--- config.mk ---
export PLATFORM = sky130hd
export DESIGN_NAME = truth_table_sweeper_flat
export DESIGN_NICKNAME = d
export VERILOG_FILES = /design/src/rtl/truth_table_sweeper_if.sv /design/src/rtl/truth_table_sweeper.sv /design/src/flat_wrapper.sv
export SDC_FILE = /design/constraint.sdc
export NUM_CORES = 1
export LEC_CHECK = 0
export CAP_MARGIN = 25
export CORE_ASPECT_RATIO = 2
export CORE_MARGIN = 4
export CORE_UTILIZATION = 45
export DETAILED_ROUTE_END_ITERATION = 6
export GPL_ROUTABILITY_DRIVEN = 0
export GPL_TIMING_DRIVEN = 1
export PLACE_DENSITY = 0.79
export SYNTH_ARGS = -nofsm -noshare
export SYNTH_HDL_FRONTEND = slang
export SYNTH_SLANG_ARGS = --single-unit
--- constraint.sdc ---
create_clock -name clk -period 3.47 [get_ports clk]
set_clock_uncertainty 0.2 [all_clocks]
set_input_delay 0.5205 -clock clk [delete_from_list [all_inputs] [get_ports clk]]
set_output_delay 0.5205 -clock clk [all_outputs]
set_load 0.01 [all_outputs]
--- src/rtl/truth_table_sweeper_if.sv ---
// Bundle between the truth-table sweeper and the block that drives or observes it.
// The master side also returns the combinational DUT response.
interface truth_table_sweeper_if #(
  parameter int unsigned N_IN  = 4,
  parameter int unsigned N_OUT = 1
);
  localparam int unsigned TT_W = N_OUT * (2 ** N_IN);

  logic              start;
  logic              abort;
  logic [N_IN-1:0]   dut_in;
  logic [N_OUT-1:0]  dut_out;
  logic [TT_W-1:0]   exp_tt;
  logic [TT_W-1:0]   tt_bits;
  logic              busy;
  logic              done;
  logic              pass;
  logic [N_IN:0]     err_cnt;
  logic              fail_valid;
  logic [N_IN-1:0]   first_fail;

  modport master (
    output start, abort, exp_tt, dut_out,
    input  dut_in, tt_bits, busy, done, pass, err_cnt, fail_valid, first_fail
  );

  modport slave (
    input  start, abort, exp_tt, dut_out,
    output dut_in, tt_bits, busy, done, pass, err_cnt, fail_valid, first_fail
  );
endinterface

--- src/rtl/truth_table_sweeper.sv ---
// Exhaustive stimulus engine: walks every input vector, holds it SETTLE cycles,
// captures the response and scores it against an expected truth table.
module truth_table_sweeper #(
  parameter int unsigned N_IN   = 4,
  parameter int unsigned N_OUT  = 1,
  parameter int unsigned SETTLE = 9
) (
  input logic                   clk,
  input logic                   rst_n,
  truth_table_sweeper_if.slave  bus
);
  localparam int unsigned TT_W  = N_OUT * (2 ** N_IN);
  localparam int unsigned IDX_W = $clog2(TT_W);
  localparam int unsigned ERR_W = N_IN + 1;
  localparam int unsigned CNT_W = (SETTLE > 1) ? $clog2(SETTLE) : 1;
  localparam logic [CNT_W-1:0] CNT_LAST = CNT_W'(SETTLE - 1);

  typedef enum logic [1:0] {IDLE, APPLY, DONE} state_t;

  state_t            state_q, state_d;
  logic [CNT_W-1:0]  cnt_q;
  logic [IDX_W-1:0]  base_c;
  logic              launch_c;
  logic              sample_c;
  logic              last_c;
  logic              mismatch_c;
  logic [ERR_W-1:0]  err_nxt_c;

  // Next state plus the per-edge launch/sample strobes; abort beats sampling.
  always_comb begin
    state_d    = state_q;
    launch_c   = 1'b0;
    sample_c   = 1'b0;
    last_c     = &bus.dut_in;
    base_c     = IDX_W'(bus.dut_in) * IDX_W'(N_OUT);
    case (state_q)
      IDLE, DONE: begin
        if (bus.start) begin
          launch_c = 1'b1;
          state_d  = APPLY;
        end
      end
      APPLY: begin
        if (bus.abort) begin
          state_d = IDLE;
        end else if (cnt_q == CNT_LAST) begin
          sample_c = 1'b1;
          if (last_c) state_d = DONE;
        end
      end
      default: state_d = IDLE;
    endcase
    mismatch_c = sample_c && (bus.dut_out != bus.exp_tt[base_c +: N_OUT]);
    err_nxt_c  = bus.err_cnt + ERR_W'(mismatch_c);
  end

  always_ff @(posedge clk or negedge rst_n) begin
    if (!rst_n) state_q <= IDLE;
    else        state_q <= state_d;
  end

  // Vector walk, capture and scoring; status flags follow the next state.
  always_ff @(posedge clk or negedge rst_n) begin
    if (!rst_n) begin
      cnt_q          <= '0;
      bus.dut_in     <= '0;
      bus.tt_bits    <= '0;
      bus.err_cnt    <= '0;
      bus.first_fail <= '0;
      bus.fail_valid <= 1'b0;
      bus.busy       <= 1'b0;
      bus.done       <= 1'b0;
      bus.pass       <= 1'b0;
    end else begin
      if (launch_c) begin
        cnt_q          <= '0;
        bus.dut_in     <= '0;
        bus.tt_bits    <= '0;
        bus.err_cnt    <= '0;
        bus.first_fail <= '0;
        bus.fail_valid <= 1'b0;
      end else if (state_q == APPLY && !bus.abort) begin
        if (sample_c) begin
          cnt_q                         <= '0;
          bus.tt_bits[base_c +: N_OUT]  <= bus.dut_out;
          bus.err_cnt                   <= err_nxt_c;
          if (mismatch_c && !bus.fail_valid) begin
            bus.first_fail <= bus.dut_in;
            bus.fail_valid <= 1'b1;
          end
          if (!last_c) bus.dut_in <= bus.dut_in + 1'b1;
        end else begin
          cnt_q <= cnt_q + 1'b1;
        end
      end
      bus.busy <= (state_d == APPLY);
      bus.done <= (state_d == DONE);
      bus.pass <= (state_d == DONE) && (err_nxt_c == '0);
    end
  end
endmodule
--- src/flat_wrapper.sv ---
// flat-port wrapper written by rule: the top's interface ports become plain ports
module truth_table_sweeper_flat 
#(
  parameter int unsigned N_IN   = 4,
  parameter int unsigned N_OUT  = 1,
  parameter int unsigned SETTLE = 9
)
  (clk, rst_n, bus_start, bus_abort, bus_exp_tt, bus_dut_out, bus_dut_in, bus_tt_bits, bus_busy, bus_done, bus_pass, bus_err_cnt, bus_fail_valid, bus_first_fail);
  truth_table_sweeper_if #(.N_IN(N_IN), .N_OUT(N_OUT)) bus_i ();
  input logic clk;
  input logic rst_n;
  input wire logic [$bits(bus_i.start)-1:0] bus_start;
  input wire logic [$bits(bus_i.abort)-1:0] bus_abort;
  input wire logic [$bits(bus_i.exp_tt)-1:0] bus_exp_tt;
  input wire logic [$bits(bus_i.dut_out)-1:0] bus_dut_out;
  output wire logic [$bits(bus_i.dut_in)-1:0] bus_dut_in;
  output wire logic [$bits(bus_i.tt_bits)-1:0] bus_tt_bits;
  output wire logic [$bits(bus_i.busy)-1:0] bus_busy;
  output wire logic [$bits(bus_i.done)-1:0] bus_done;
  output wire logic [$bits(bus_i.pass)-1:0] bus_pass;
  output wire logic [$bits(bus_i.err_cnt)-1:0] bus_err_cnt;
  output wire logic [$bits(bus_i.fail_valid)-1:0] bus_fail_valid;
  output wire logic [$bits(bus_i.first_fail)-1:0] bus_first_fail;
  assign bus_i.start = bus_start;
  assign bus_i.abort = bus_abort;
  assign bus_i.exp_tt = bus_exp_tt;
  assign bus_i.dut_out = bus_dut_out;
  assign bus_dut_in = bus_i.dut_in;
  assign bus_tt_bits = bus_i.tt_bits;
  assign bus_busy = bus_i.busy;
  assign bus_done = bus_i.done;
  assign bus_pass = bus_i.pass;
  assign bus_err_cnt = bus_i.err_cnt;
  assign bus_fail_valid = bus_i.fail_valid;
  assign bus_first_fail = bus_i.first_fail;
  truth_table_sweeper #(.N_IN(N_IN), .N_OUT(N_OUT), .SETTLE(SETTLE)) u_core (.clk(clk), .rst_n(rst_n), .bus(bus_i));
endmodule
==> impl_metrics.yaml, run 1 <==
sta:
  rsz0062_at_grt: "no"
  hold_ws_ns: 0.1505
  setup_viol: 0
  layout_worst_path_cycle_share: 0.9313
  fin_crit_ns: 3.232
  timing.slew.headroom: 0.4207
  tightest_slew_ns: 0.8689
  finalHoldViolations: 0
  final_max_slew_viol_count: 0
  fmax_mhz: 309.5
  fin_ws_ns: 0.2385
finish:
  syn_to_final_growth_pct: 30.79
  fin_area_mm2: 0.002897
  nFillCells: 406
  fin_nets: 308
  regArea_um2: 975.9
  drive_gt1_frac: 0.08541
  final_util: 0.6182
  antenna_cells: 0
  multi_input_area_mm2: 0.001155
placement:
  placed_area_mm2: 0.002796
  place_hpwl_mm: 4.095
  io_buffers: 53
  preCtsSetupSlack_ns: -0.03506
detailed_routing:
  vias: 1850
  avgViaCountPerCell: 5.506
  drc: 0
  drt-total-wl_mm: 5.327
  firstDrtPassIters: 4
  routedWlPerCell_um: 15.85
  dr.first_iter.drc_count: 57
  drtAntennaViolNets: 0
pwr:
  ir_drop_v: 0.0003430
  power.density_mw_per_mm2: 313.8
  combPwrFrac: 0.112
  p_sw_uw: 211.1
  swShare: 0.2322
  p_seq_frac: 0.527
  p_leak_uw: 0.001242
  p_clk_frac: 0.361
  internal_power_uw: 697.9
synth:
  async_flop_share: 1.000
  synthTopCellsByArea: "dfrtp_1 (44%), mux2i_1 (7.7%), nand2_1 (5.3%)"
  muxShareOfSynthArea: 0.1311
  ys_seq_area_frac: 0.4407
  synth-edff-count: 0
  synthAdderAreaFrac: 0.03955
  ys_types: 44
  yosys.area_share.xor_xnor: 0.03503
  synth-compound-area-share: 0.07740
  synth_simple_gate_area_frac: 0.2384
  yosysTopAreaCell: "dfrtp_1"
  synth_top_family_by_area: "simple AND/OR/NAND/NOR gates"
  yosys_warnings: 0
  synth_cells: 227
  synth.top_cell.area_share: 0.4407
  avgSynthCellArea_um2: 9.756
  ys.flop_type: "dfrtp_1"
  postSynthRegisterBits: 39
  netlist_area_mm2: 0.002215
  synth_nets: 255
clock_tree:
  clkLatencyLatePin_ns: 0.28
  cts-resized-gates: 0
  cts_tree: "built"
  cts.sinks: 39
  clockBufferDepth: 2
  post-cts-setup-buffers: 0
  cts_hold_buf: 0
  clk_pin_slew_worst_paths_ns: 0.07
  cts_buffers: 5
  cts_root_buffer: "clkbuf_8"
  h-tree-depth: 2
setup_path:
  cp_cell_sequence: "clkdlybuf4s50_1 -> mux4_1 -> mux4_2 -> xnor2_2 -> nor2_1 -> ha_1 -> ha_1 -> nor3_1 -> o21ai_0 -> nor4b_1"
  slowest_delay_ns: 0.52
  critPathCaptureType: "flop"
  cp_data_required_time_ns: 3.45
  cpMaxStageDelayCell: "mux4_2"
  critPathMaxFanout: 5
  crit_family: "multiplexers"
  criticalPathCategory: "input port to flop"
  cp_common_cell: "ha_1"
  cp_num_buf_inv: 1
  startpoint_type: "input port"
  worstPathArrival_ns: 3.21
floorplanning:
  core-area_mm2: 0.004686
  design.die.area_mm2: 0.006176
  die_x_um: 57.61
  rows: 35
  io_pins: 54
  die_h_um: 107.2
  start_util: 0.4726
global_route:
  antenna_found_initial: 0
  grt_overflow: 0
  grt_pass1_vias: 1948
  grt_pass1_wl_mm: 8.976
  grt_usage: 0.1864
  grt_max_degree: 40
flow_run:
  cap_viol_max_count: 0
min_path:
  hp-class: "input port to async pin"
run_status:
  status: "completed"
## power by group through the flow
stage	logic [uW]	registers [uW]	clock network, uW
5_1_grt	115	481	360
3_3_place_gp	98.9	487	0
4_1_cts	103	479	339
2_1_floorplan	53.3	486	0
6_report	102	479	329
3_5_place_dp	102	488	0
## worst paths after layout
kind | cells after the start | slack (ns) | from | end
setup / recovery | 10 | 0.24 | bus_exp_tt[4] | u_core.bus.pass
hold / removal | 1 | 0.15 | rst_n | u_core.cnt_q[2]
setup reg to reg | 9 | 0.25 | u_core.bus.dut_in[1] | u_core.bus.pass
hold reg to reg | 1 | 0.32 | u_core.cnt_q[3] | u_core.cnt_q[3]
max in group asynchronous | 1 | 2.37 | rst_n | u_core.bus.dut_in[1]
min in group clk | 1 | 0.32 | u_core.cnt_q[3] | u_core.cnt_q[3]
## kinds of logic (layout without fill, tap and decap cells)
family	count (synthesis)	in the layout
adders and majority gates	7	7
muxes	22	22
and+or+nand+nor	102	102
xor gates and xnor gates	8	8
AOI/OAI and AO/OA	29	29
buffers and inverters	20	74
DFF	39	39
## per-stage QoR
| step | instances | TNS [ns] | total power, uW |
|---|---|---|---|
| floorplan | 227 | 0 | 539.0 |
| global placement | 328 | 0 | 586.1 |
| detailed placement | 328 | -0.03506 | 589.4 |
| CTS | 336 | 0 | 920.7 |
| global route | 336 | 0 | 955.3 |
| finish | 336 | 0 | 909.0 |
## metal layers
| layer | GRT usage | wire (um) |
|---|---|---|
| met1 | 0.1997 | 1980 |
| met2 | 0.3560 | 3122 |
| met3 | 0.03133 | 157 |
| met4 | 0.05638 | 67 |
| met5 | 0 | 0 |
## synth_stat cells (all sizes together), types with 5 or more instances
cell type / number
a21oi: 10
clkbuf: 10
dfrtp: 39
ha: 7
inv: 7
mux2i: 17
mux4: 5
nand2: 32
nand2b: 7
nand3: 13
nand4: 5
nor2: 18
nor3: 8
o21ai: 8
xnor2: 6
## flip-flops by register name (all words and copies together), names as in the netlist
name and count:
u_core.bus.first_fail 4, u_core.bus.err_cnt 5, u_core.state_q 2, u_core.bus.tt_bits 16, u_core.bus.pass 1, u_core.bus.fail_valid 1
u_core.bus.busy 1, u_core.cnt_q 4, u_core.bus.done 1, u_core.bus.dut_in 4
## placed cells by master, fill, tap and decap left out, types with 7 or more instances in the layout
cell type | synthesis | layout
inv_1 | 7 | 7
nand3_1 | 13 | 13
nor2_1 | 18 | 18
ha_1 | 7 | 7
nor3_1 | 8 | 8
o21ai_0 | 7 | 7
mux2i_1 | 17 | 17
nand2b_1 | 7 | 7
clkbuf_8 | 0 | 7
clkdlybuf4s50_1 | 0 | 52
a21oi_1 | 10 | 10
nand2_1 | 31 | 31
dfrtp_1 | 39 | 39
## layout make-up
type                            instances  share of cell area
Sequential cell                        39              0.3369
Clock buffer                            8             0.03456
Timing Repair Buffer                   59              0.1970
Inverter                                7            0.009071
Tap cell                               55             0.02376
Multi-Input combinational cell        168              0.3987
Note: power is estimated with default switching activity, not from simulation.
==> inputs of run 2 (changes only) <==
- SETUP_SLACK_MARGIN: unset -> 0.02
- SLEW_MARGIN: unset -> 30
==> impl_metrics.yaml, run 2 (synthesis results as in run 1) <==
run_status:
  status: "completed"
clock_tree:
  cts_buffers: 5
  h-tree-depth: 2
  cts_root_buffer: "clkbuf_8"
  cts_hold_buf: 0
  post-cts-setup-buffers: 0
  clkLatencyLatePin_ns: 0.28
  clockBufferDepth: 2
  clk_pin_slew_worst_paths_ns: 0.07
  cts.sinks: 39
  cts_tree: "built"
  cts-resized-gates: 0
sta:
  final_max_slew_viol_count: 0
  fmax_mhz: 309.3
  rsz0062_at_grt: "no"
  tightest_slew_ns: 0.8094
  timing.slew.headroom: 0.4604
  fin_crit_ns: 3.233
  layout_worst_path_cycle_share: 0.9318
  finalHoldViolations: 0
  setup_viol: 0
global_route:
  grt_pass1_vias: 1948
  grt_overflow: 0
  grt_pass1_wl_mm: 8.976
  grt_usage: 0.1864
  grt_max_degree: 40
  antenna_found_initial: 0
pwr:
  p_leak_uw: 0.001256
  power.density_mw_per_mm2: 312.1
  p_clk_frac: 0.361
  swShare: 0.2327
  p_sw_uw: 212.5
  internal_power_uw: 700.9
  p_total_uw: 913.4
  ir_drop_v: 0.0003458
  combPwrFrac: 0.115
  p_seq_frac: 0.524
floorplanning:
  rows: 35
  die_h_um: 107.2
  start_util: 0.4726
  die_x_um: 57.61
  core-area_mm2: 0.004686
  design.die.area_mm2: 0.006176
  io_pins: 54
setup_path:
  worstPathArrival_ns: 3.21
  critPathMaxFanout: 5
  startpoint_type: "input port"
  cp_data_required_time_ns: 3.45
  critPathCaptureType: "flop"
  rr_worst_depth: 9
  criticalPathCategory: "input port to flop"
detailed_routing:
  drtAntennaViolNets: 0
  avgViaCountPerCell: 5.470
  drc: 0
  drt-total-wl_mm: 5.353
  firstDrtPassIters: 4
  dr.first_iter.drc_count: 52
  vias: 1849
  routedWlPerCell_um: 15.84
placement:
  io_buffers: 53
  place_hpwl_mm: 4.095
finish:
  antenna_cells: 0
  final_common_cell: "clkdlybuf4s50_1"
  drive_gt1_frac: 0.08834
  top_regs: "u_core.bus.tt_bits x16, u_core.bus.err_cnt x5"
  final_util: 0.6246
  final_cell_mix: "clkdlybuf4s50_1 (52), dfrtp_1 (39), nand2_1 (31)"
  largest_reg_flops: 16
  syn_to_final_growth_pct: 32.15
  top_register: "u_core.bus.tt_bits"
  fin_nets: 310
min_path:
  hp-class: "flop to flop"
  min_path_cells: 1
flow_run:
  cap_viol_max_count: 0
## run 2: metrics by stage
step / setup WS, ns / setup TNS (ns) / area, um2 / cells / hold WS, ns
6_report: 0.2368 / 0 / 2927 / 338 / 0.3130
5_1_grt: 0.1249 / 0 / 2927 / 338 / 0.3574
4_1_cts: 0.2442 / 0 / 2897 / 336 / 0.1811
3_5_place_dp: -0.03506 / -0.03506 / 2796 / 328 / 0.3048
3_3_place_gp: 0.05359 / 0 / 2796 / 328 / 0.2850
2_1_floorplan: 0.3859 / 0 / 2215 / 227 / 0.02491
## run 2: final timing paths
check	start	end	slack, ns
max	bus_exp_tt[4]	u_core.bus.pass	0.24
min	u_core.cnt_q[3]	u_core.cnt_q[3]	0.31
max reg2reg	u_core.bus.dut_in[1]	u_core.bus.pass	0.25
min reg2reg	u_core.cnt_q[3]	u_core.cnt_q[3]	0.31
max in group asynchronous	rst_n	u_core.bus.dut_in[1]	2.20
min in group asynchronous	rst_n	u_core.cnt_q[2]	0.44
## run 2: critical path, cell delays in order
cell             delay [ns]
clkdlybuf4s50_1        0.41
mux4_1                 0.49
mux4_2                 0.52
xnor2_2                0.22
nor2_1                 0.07
ha_1                   0.20
ha_1                   0.23
nor3_1                 0.17
o21ai_0                0.10
nor4b_1                0.29
## run 2: cell type report
class                           count  area, um2
Fill cell                         399       1759
Multi-Input combinational cell    168       1155
Sequential cell                    39      975.9
Timing Repair Buffer               61      600.6
Clock buffer                        8      100.1
Tap cell                           55      68.82
Inverter                            7      26.28
## run 2: power by group through the flow
stage	sequential, uW	clock, uW	combinational [uW]
finish	479	330	105
global route	481	360	118
CTS	479	339	103
detailed placement	488	0	102
global placement	487	0	98.9
floorplan	486	0	53.3
## run 2: metal layers
metal  GRT usage  routed length, um  up-vias
met1      0.1997               1956      895
met5           0                  0        -
li1            -                  -      907
met4     0.05638                 67        0
met2      0.3560               3152       41
met3     0.03133                177        6
==> inputs of run 3 (changes only) <==
- CORE_ASPECT_RATIO: 2 -> unset
==> impl_metrics.yaml, run 3 (synthesis results as in run 1) <==
sta:
  tightest_slew_ns: 0.6571
  fmax_mhz: 312.9
  layout_worst_path_cycle_share: 0.9211
  final_max_slew_viol_count: 0
  finalHoldViolations: 39
  hold_ws_ns: -0.02149
  fin_crit_ns: 3.196
  setup_viol: 0
  timing.slew.headroom: 0.5586
  fin_setup_tns_ns: 0
  rsz0062_at_grt: "no"
clock_tree:
  h-tree-depth: 2
  cts-resized-gates: 0
  cts.sinks: 39
  cts_root_buffer: "clkbuf_8"
  cts_hold_buf: 0
  clockBufferDepth: 2
  cts_tree: "built"
  clk_pin_slew_worst_paths_ns: 0.08
  clkLatencyLatePin_ns: 0.30
  post-cts-setup-buffers: 0
  cts_buffers: 5
finish:
  largest_reg_flops: 16
  final_common_cell: "clkdlybuf4s50_1"
  antenna_cells: 0
  top_register: "u_core.bus.tt_bits"
  drive_gt1_frac: 0.09541
  final_cell_mix: "clkdlybuf4s50_1 (52), dfrtp_1 (39), nand2_1 (31)"
  syn_to_final_growth_pct: 32.99
  fin_area_mm2: 0.002945
  final_util: 0.6195
  top_regs: "u_core.bus.tt_bits x16, u_core.bus.err_cnt x5"
  fin_nets: 310
setup_path:
  startpoint_type: "input port"
  rr_startpoint: "u_core.bus.dut_in[1]"
  cp_data_required_time_ns: 3.47
  criticalPathCategory: "input port to flop"
  rr_worst_depth: 9
  r2r_slack_ns: 0.29
  worstPathArrival_ns: 3.19
  critPathCaptureType: "flop"
  r2r_end: "u_core.bus.pass"
  critPathMaxFanout: 3
detailed_routing:
  routedWlPerCell_um: 14.99
  vias: 1857
  firstDrtPassIters: 4
  drtAntennaViolNets: 0
  drc: 0
  drt-total-wl_mm: 5.246
  avgViaCountPerCell: 5.306
  dr.first_iter.drc_count: 104
floorplanning:
  die_x_um: 78.15
  rows: 25
  io_pins: 54
  core-area_mm2: 0.004755
  design.die.area_mm2: 0.006107
  start_util: 0.4658
  die_h_um: 78.15
placement:
  io_buffers: 53
  place_hpwl_mm: 3.849
  placed_area_mm2: 0.002826
global_route:
  antenna_found_initial: 0
  grt_usage: 0.1810
  grt_max_degree: 40
  grt_pass1_wl_mm: 8.797
  grt_overflow: 0
  grt_pass1_vias: 1808
run_status:
  status: "complete, but fails checks"
  violations: "negative hold slack"
min_path:
  hp-class: "input port to async pin"
pwr:
  power.density_mw_per_mm2: 332.6
  ir_drop_v: 0.0001874
  p_leak_uw: 0.001260
flow_run:
  cap_viol_max_count: 0
==> run 3: through the flow <==
step / worst slack [ns] / total power, uW / hold slack [ns] / instances
final: 0.2738 / 979.8 / -0.02149 / 350
after CTS: 0.2525 / 993.6 / 0.1518 / 350
after floorplan: 0.3859 / 539.0 / 0.02491 / 227
after global placement: 0.09599 / 589.3 / 0.2859 / 342
after detailed placement: -0.02818 / 595.1 / 0.3123 / 342
after global routing: 0.08200 / 1020 / 0.01693 / 350
==> run 3: layout make-up <==
cell class | instances | area [um2]
Fill cell | 410 | 1809
Multi-Input combinational cell | 168 | 1155
Sequential cell | 39 | 975.9
Timing Repair Buffer | 61 | 588.1
Tap cell | 67 | 83.83
Clock buffer | 5 | 68.82
Clock inverter | 3 | 47.55
Inverter | 7 | 26.28
==> run 3: worst max-delay path: stages <==
cell             delay (ns)
clkdlybuf4s50_1        0.40
mux4_1                 0.52
mux4_2                 0.50
xnor2_2                0.17
nor2_1                 0.09
ha_1                   0.20
ha_1                   0.20
nor3_1                 0.19
o21ai_0                0.12
nor4b_1                0.29
==> run 3: how the worst max path moves through the flow <==
stage,start,endpoint,slack [ns]
6_report,bus_exp_tt[10],u_core.bus.pass,0.27
5_1_grt,u_core.bus.dut_in[1],u_core.bus.pass,0.08
4_1_cts,u_core.bus.dut_in[1],u_core.bus.pass,0.25
3_5_place_dp,bus_exp_tt[2],u_core.bus.pass,-0.03
3_3_place_gp,bus_exp_tt[2],u_core.bus.pass,0.1
2_1_floorplan,u_core.bus.dut_in[1],u_core.bus.pass,0.39
==> run 3: metal layers <==
| layer | wire length, um | track usage |
|---|---|---|
| met1 | 2407 | 0.2404 |
| met2 | 2553 | 0.2954 |
| met3 | 229 | 0.03670 |
| met4 | 55 | 0.06119 |
| met5 | 0 | 0 |
==> run 3: report_power, final <==
part | internal [uW] | switching, uW | total [uW]
logic | 53.6 | 54.0 | 108
clock network | 218 | 176 | 394
registers | 466 | 12.7 | 479
==> RTL change, RTL diff (settings of run 3) <==
`SETTLE` is set to 9 in 2 places; all go to 8.
--- a/src/rtl/truth_table_sweeper.sv
+++ b/src/rtl/truth_table_sweeper.sv
@@ -5,3 +5,3 @@
   parameter int unsigned N_OUT  = 1,
-  parameter int unsigned SETTLE = 9
+  parameter int unsigned SETTLE = 8
 ) (
--- a/src/flat_wrapper.sv
+++ b/src/flat_wrapper.sv
@@ -5,3 +5,3 @@
   parameter int unsigned N_OUT  = 1,
-  parameter int unsigned SETTLE = 9
+  parameter int unsigned SETTLE = 8
 )
Behaviour: not the same (Yosys sat finds a counterexample within 10 cycles, from zero or initial values and one cycle with rst_n low).
==> RTL change against run 3 <==
- power down 13%
- critical endpoint unchanged
- largest cell class unchanged
- non-clock buffer count down 3
- synthesized area grew 3.0%
- wire length grew 0.97%
- via count is 7.3% higher
- utilization is 0.75 points lower
- sequential cell count is 1 lower
- largest power group unchanged
- cell area about the same
- setup slack better by 0.18 ns
- sequential share of layout area fell by 0.88 points
==> RTL change: results (changes against run 3) <==
| Metric | Value |
|---|---|
| Max incr delay on CP | 0.50 ns (-0.02 ns) |
| Critical Path End | u_core.bus.pass$_DFF_PN0_ |
| Overall Global Routing Usage | 18.3% (+0.15 points) |
| Sequential share of the synthesized area | 41.7% (-2.4 points) |
| IR drop worst, VDD | 203 µV (+8.4%) |
| Reg power frac | 54.3% (+5.5 points) |
| Placed cell count | 354 (+3.5%) |
| Worst reg2reg path depth | 11 (+2) |
| R2R Setup Slk | 0.48 ns (+0.19 ns) |
| Layout clock buffer count | 6 (+1) |
| Reg area | 951 µm² (-2.6%) |
| # clock sinks | 38 (-2.6%) |
| Layout inverter count without the clock tree | 5 (-2) |
| Final Non-Filler Cells | 360 (+2.9%) |
| Clk tree area frac | 2.80% (-1.1 points) |
| Hold Slack | 0.121 ns (+0.143 ns) |
| Switching Fraction | 23.3% (-1.5 points) |
| Worst r2r src | u_core.bus.dut_in[0]$_DFFE_PN0P_ |
| Worst path arrival time | 3.04 ns (-0.15 ns) |
| Final period utilization | 86.8% (-5.3 points) |
| Vias/cell | 5.54 (+4.3%) |
| Post-synthesis net count | 272 (+6.7%) |
| # fillers | 424 (+3.4%) |
| Synth Flop Type | dfrtp_1 |
| Post-Place Worst Slack | 0.148 ns (+0.176 ns) |
| # DRC | 0 (unchanged) |
| First-pass GRT wire length | 9.11 mm (+3.6%) |
| Initial drt markers | 82 (-21%) |
| Vias in the first global route | 2035 (+13%) |
| #MultiIn Comb | 186 (+11%) |
| Non-clock buffer share | 19.1% (-0.87 points) |
| Non-clock buffers | 58 (-4.9%) |
| Critical-path top delay cell | mux4_2 |
| Synth area leaders | dfrtp_1 42%, mux2i_1 7.0%, nand2_1 5.3% |
| Mean routed wirelength per cell | 14.7 µm (-1.8%) |
| Most frequent cells after synthesis | 38 x dfrtp_1, 32 x nand2_1, 23 x nor2_1 |
| Power Clock | 0.299 mW (-24%) |
| Fin nets | 323 (+4.2%) |
| Gate Count Post-Synth | 243 (+7.0%) |
| DP HPWL | 3.91 mm (+1.6%) |
| Area of the multi-input gates | 0.00125 mm² (+8.1%) |
| Crit path max fanout | 4 (+1) |
| Largest net degree at the start of global routing | 39 (-2.5%) |
| First-pass iteration count of the detailed router | 4 (unchanged) |
| CP Launch Point | bus_exp_tt[6] |
| Leakage Power | 1.21 nW (-3.9%) |
| Outcome | finished clean |
| Share of cells above drive strength 1 | 8.19% (-1.3 points) |
| Yosys cell types | 47 (+6.8%) |
| Relative slew margins | 45.9% (-10 points) |
-- RTL change: cell types whose count changed in the layout (fill, tap and decap cells not counted), sizes merged, moves of 4 or more --
cell and delta:
nand4 -4, nor2 +5, nand3 +4, mux2 +6, a21oi +4
-- RTL change: layer usage --
metal | up-vias | track usage, % | wire (µm)
met1 | 953 | 23.7 | 2390
met3 | 9 | 2.95 | 269
met4 | 0 | 7.39 | 79
li1 | 966 | - | -
met2 | 65 | 30.3 | 2560
met5 | - | 0 | 0
-- RTL change: stage by stage --
stage          instance area [µm²]  total power, mW
2_1_floorplan                 2280            0.512
3_3_place_gp                  2870            0.557
3_5_place_dp                  2870            0.559
4_1_cts                       2950            0.855
5_1_grt                       2950            0.885
6_report                      2950            0.848
-- RTL change: cells by family after synthesis --
group	Yosys count	synth area share (%)
buffers and inverters	19	3.57
AO/OA/AOI/OAI	45	12.5
adder cells (fa/ha/maj)	8	4.39
AND/OR/NAND/NOR	102	22.3
XOR/XNOR	6	2.30
flip-flops	38	41.7
multiplexers	25	13.3
